File: src/rtl/ws_field_sequencer.sv
// Bit-serial word timer for the ARC datapath: counts bit times, captures the
// serial instruction during sync, tracks pointer P and gates the word-select line.
module ws_field_sequencer #(
   parameter int NBITS      = 56,
   parameter int SYNC_FIRST = 45,
   parameter int IBITS      = 10,
   parameter int NDIG       = 14
) (
   input  logic             clk,
   input  logic             rstb,
   input  logic             bit_en,
   input  logic             is,
   input  logic             run,
   output logic [5:0]       bit_cnt,
   output logic [3:0]       digit,
   output logic             sync,
   output logic             word_start,
   output logic             ws,
   output logic [3:0]       p_reg,
   output logic [IBITS-1:0] instr
);

   localparam logic [5:0] LAST_BIT   = 6'(NBITS - 1);
   localparam logic [5:0] SYNC_START = 6'(SYNC_FIRST);
   localparam logic [5:0] SYNC_END   = 6'(SYNC_FIRST + IBITS - 1);
   localparam logic [3:0] PMAX       = 4'(NDIG - 1);

   logic [IBITS-1:0] instr_sr;
   logic             field_valid;
   logic [2:0]       field;
   logic             word_end;
   logic [3:0]       p_next;
   logic             valid_next;
   logic [2:0]       field_next;
   logic             in_span;

   assign word_end = bit_en && (bit_cnt == LAST_BIT);

   always_ff @(posedge clk or negedge rstb) begin
      if (!rstb) begin
         bit_cnt <= '0;
      end else if (bit_en) begin
         bit_cnt <= (bit_cnt == LAST_BIT) ? 6'd0 : bit_cnt + 6'd1;
      end
   end

   // Slot k of the sync window lands in instr_sr[k], LSB first.
   always_ff @(posedge clk or negedge rstb) begin
      if (!rstb) begin
         instr_sr <= '0;
      end else if (bit_en) begin
         for (int k = 0; k < IBITS; k++) begin
            if (bit_cnt == 6'(SYNC_FIRST + k)) instr_sr[k] <= is;
         end
      end
   end

   always_comb begin
      p_next     = p_reg;
      valid_next = 1'b0;
      field_next = field;
      if (run) begin
         if (instr_sr[1:0] == 2'b10) begin
            valid_next = 1'b1;
            field_next = instr_sr[4:2];
         end else if (instr_sr[1:0] == 2'b00) begin
            case (instr_sr[5:2])
               4'b0011: p_next = (instr_sr[9:6] > PMAX) ? PMAX : instr_sr[9:6];
               4'b0111: p_next = (p_reg == 4'd0) ? PMAX : p_reg - 4'd1;
               4'b1111: p_next = (p_reg == PMAX) ? 4'd0 : p_reg + 4'd1;
               default: p_next = p_reg;
            endcase
         end
      end
   end

   // Decode edge: the captured word takes effect for the whole next word.
   always_ff @(posedge clk or negedge rstb) begin
      if (!rstb) begin
         instr       <= '0;
         p_reg       <= '0;
         field_valid <= 1'b0;
         field       <= '0;
      end else if (word_end) begin
         instr       <= instr_sr;
         p_reg       <= p_next;
         field_valid <= valid_next;
         field       <= field_next;
      end
   end

   assign digit      = bit_cnt[5:2];
   assign sync       = (bit_cnt >= SYNC_START) && (bit_cnt <= SYNC_END);
   assign word_start = (bit_cnt == 6'd0);

   always_comb begin
      in_span = 1'b0;
      case (field)
         3'd0: in_span = (digit == p_reg);
         3'd1: in_span = (digit <= p_reg);
         3'd2: in_span = (digit == 4'd2);
         3'd3: in_span = (digit <= 4'd2);
         3'd4: in_span = (digit == PMAX);
         3'd5: in_span = (digit >= 4'd3) && (digit <= 4'd12);
         3'd6: in_span = (digit <= PMAX);
         3'd7: in_span = (digit >= 4'd3) && (digit <= PMAX);
         default: in_span = 1'b0;
      endcase
   end

   assign ws = field_valid && in_span;

endmodule

File: config.mk
export PLATFORM = sky130hd
export DESIGN_NAME = ws_field_sequencer
export DESIGN_NICKNAME = d
export VERILOG_FILES = /design/src/rtl/ws_field_sequencer.sv
export SDC_FILE = /design/constraint.sdc
export NUM_CORES = 1
export LEC_CHECK = 0
export CAP_MARGIN = 10
export CORE_ASPECT_RATIO = 0.7
export CORE_MARGIN = 5
export CORE_UTILIZATION = 45
export CTS_BUF_LIST = sky130_fd_sc_hd__clkbuf_8 sky130_fd_sc_hd__clkbuf_16
export DETAILED_ROUTE_END_ITERATION = 7
export PLACE_DENSITY = 0.81
export SYNTH_ARGS = -nofsm -noshare
export SYNTH_HDL_FRONTEND = slang
export SYNTH_SLANG_ARGS = --single-unit
File: constraint.sdc
create_clock -name clk -period 3.7 [get_ports clk]
set_clock_uncertainty 0.15 [all_clocks]
set_input_delay 0.37 -clock clk [delete_from_list [all_inputs] [get_ports clk]]
set_output_delay 0.37 -clock clk [all_outputs]
set_load 0.02 [all_outputs]
==> run summary <==
CTS Hold Buffers Added = 0
Port Buffers = 31
Post-Syn Area per Cell = 10.4 um2
Initial Utilization = 0.465
Post-synth top area cell = dfrtp_1
Die area = 5930 um2
Ant diodes = 0
CTS clock-pin slew for the worst setup and hold paths = 60 ps
Outcome = complete, no violations
Worst skew pair latency = 290 ps
Clock buffer depth = 2
Crit-path max FO = 13
Tot Pwr = 1.23 mW
Final Core Density = 0.558
Largest net degree at the start of global routing = 35
Synth cell count leaders = dfrtp_1 (34), mux2_2 (23), nor2_1 (17), ha_1 (12), nand2_1 (12)
Final Worst Setup Slack = 556 ps
Gpl congestion = 0.874
Clk sinks = 34
Post-synthesis sequential area ratio = 0.423
Die H = 65.9 um
Fillers = 382
Layout Nets = 237
Worst R2R Path Depth = 4
Post-route ant nets = 0
Post-synth top area share = 0.423
Multi-input gate area = 1060 um2
Pleak = 1.07 nW
Most common cell in the netlist = dfrtp_1
Ys async rst share = 1.00
Synth Net Count = 210
CTS root buf = clkbuf_8
Core Box Area = 4330 um2
Vias in the first global route = 1550
Initial antenna violation count = 0
Total congestion overflow = 0
Wirelength per Cell = 15.4 um
Reg area = 851 um2
DP Cell Count = 268
CTS tree = done
Worst reg2reg setup slack = 1480 ps
Area Overhead vs Synth = 20.1%
Worst setup SP type = flip-flop
Initial DRC count = 98
Synthesis-stage register bit count = 34
Maxcap violations = 0
Gates resized, CTS repair = 0
CP arrival = 2620 ps
RSZ-0062 raised after global routing = false
Worst Hold Class = in2async
DIE WIDTH = 89.9 um
Slew @ Worst Pin = 526 ps
H-tree depth = 2
Final slew viol count = 0
Syn Std Cell Area = 2010 um2
Reg2reg start = bit_cnt[3]
Hpwl dp = 3160 um
VDD IR max = 0.000375 V
Pre-CTS setup slack = 875 ps
Power density cells = 509 nW/um2
Row count = 20
Slew HR = 0.649
Setup TNS = 0 ps
Final setup violation count = 0
Synth Instances = 193
Cell Count, Final, Fillers Out = 274
Num ports = 32
DR vias = 1556
CP required = 3180 ps
Worst Setup End Kind = primary output
Crit share post-route = 0.850
Drt pass-1 iters = 4
Cts bufs inserted = 5
Synth Warn # = 0
Synth cell types = 47
All-Layer GR Usage = 0.158
Setup CP Type = reg2out
Reg2Reg Capture Point = instr[6]
Post-synth EDFFs = 0
Post-layout minimum cycle time = 3140 ps
Ratio of cells with drive above 1 in the final layout = 0.160
Synth top area cells = dfrtp_1 (42%), mux2_2 (13%), ha_1 (7.5%), nor2_1 (3.2%), o21ai_0 (2.2%)
DRC = 0
Via density = 5.68
WL final = 4220 um
F_max = 318 MHz
Final Hold Vio Count = 0
Synth Flop Type = dfrtp_1
Post CTS Setup Buffer Count = 0
Wire length of the first global-routing pass = 7620 um
Top Registers = instr x10, instr_sr x10, bit_cnt x6
[worst max-delay path by stage]
stage,start,endpoint,slack [ps],cells after the start
finish,bit_cnt[2],ws,560,7
global route,bit_cnt[2],ws,310,7
CTS,bit_cnt[2],ws,550,7
detailed placement,bit_cnt[2],ws,880,7
global placement,bit_cnt[4],ws,1000,6
floorplan,bit_cnt[2],ws,1240,7
[power by group]
group	total, mW	internal (mW)	switching [mW]
sequential	0.544	0.417	0.127
clock	0.264	0.143	0.121
combinational	0.423	0.210	0.213
[cells by family (layout without fill, tap and decap cells)]
kind of cell | Yosys count | after routing | synth area share
buffers and inverters | 20 | 46 | 0.0485
adders and majority gates | 12 | 12 | 0.0746
AOI/OAI and AO/OA | 34 | 34 | 0.118
muxes | 24 | 24 | 0.134
DFF | 34 | 34 | 0.423
and+or+nand+nor | 65 | 65 | 0.185
xor gates and xnor gates | 4 | 4 | 0.0174
[stage by stage]
step	cell area [um2]	hold WS [ps]
2_1_floorplan	2010	-75.6
3_3_place_gp	2330	346
3_5_place_dp	2330	348
4_1_cts	2420	352
5_1_grt	2420	378
6_report	2420	337
[cell type report]
| class | count | share of cell area |
|---|---|---|
| Multi-Input combinational cell | 139 | 0.440 |
| Sequential cell | 34 | 0.352 |
| Timing Repair Buffer | 33 | 0.135 |
| Clock buffer | 6 | 0.0342 |
| Tap cell | 55 | 0.0285 |
| Inverter | 7 | 0.0109 |
[layer usage]
layer / part of all wire / vias to the layer above / track usage
li1: - / 751 / -
met5: 0 / - / 0
met4: 0.018 / 0 / 0.0669
met1: 0.48 / 755 / 0.226
met3: 0.056 / 8 / 0.0319
met2: 0.44 / 42 / 0.233
[worst max-delay path: stages (launching register included)]
cell	delay, ps
dfrtp_1	640
inv_1	150
ha_1	310
nand4_1	110
a21boi_0	230
o21ai_0	130
o21ai_0	150
clkdlybuf4s50_1	620
[placed cells by master (no fill, tap or decap), types with 2 or more instances in the layout]
cell type        Yosys  routed
a21oi_1              6       6
mux2_2              23      23
or3_1                2       2
nand3b_1             3       3
xnor2_1              2       2
inv_1                7       7
o21ai_0              9       9
a31oi_1              2       2
nor4b_1              3       3
clkbuf_8             0       6
nand2_1             12      12
nor3_1               3       3
nor2_1              17      17
nor4_1               2       2
dfrtp_1             34      34
buf_4                4       2
xor2_1               2       2
nand4_1              3       3
nand3_1              2       2
o31ai_1              3       3
and3_1               3       3
nand2b_1             3       3
nand4b_1             3       3
ha_1                12      12
a211oi_1             2       2
a311oi_1             2       2
clkdlybuf4s50_1      0      31
nor2b_1              3       3
(Power assumes the default switching activity.)
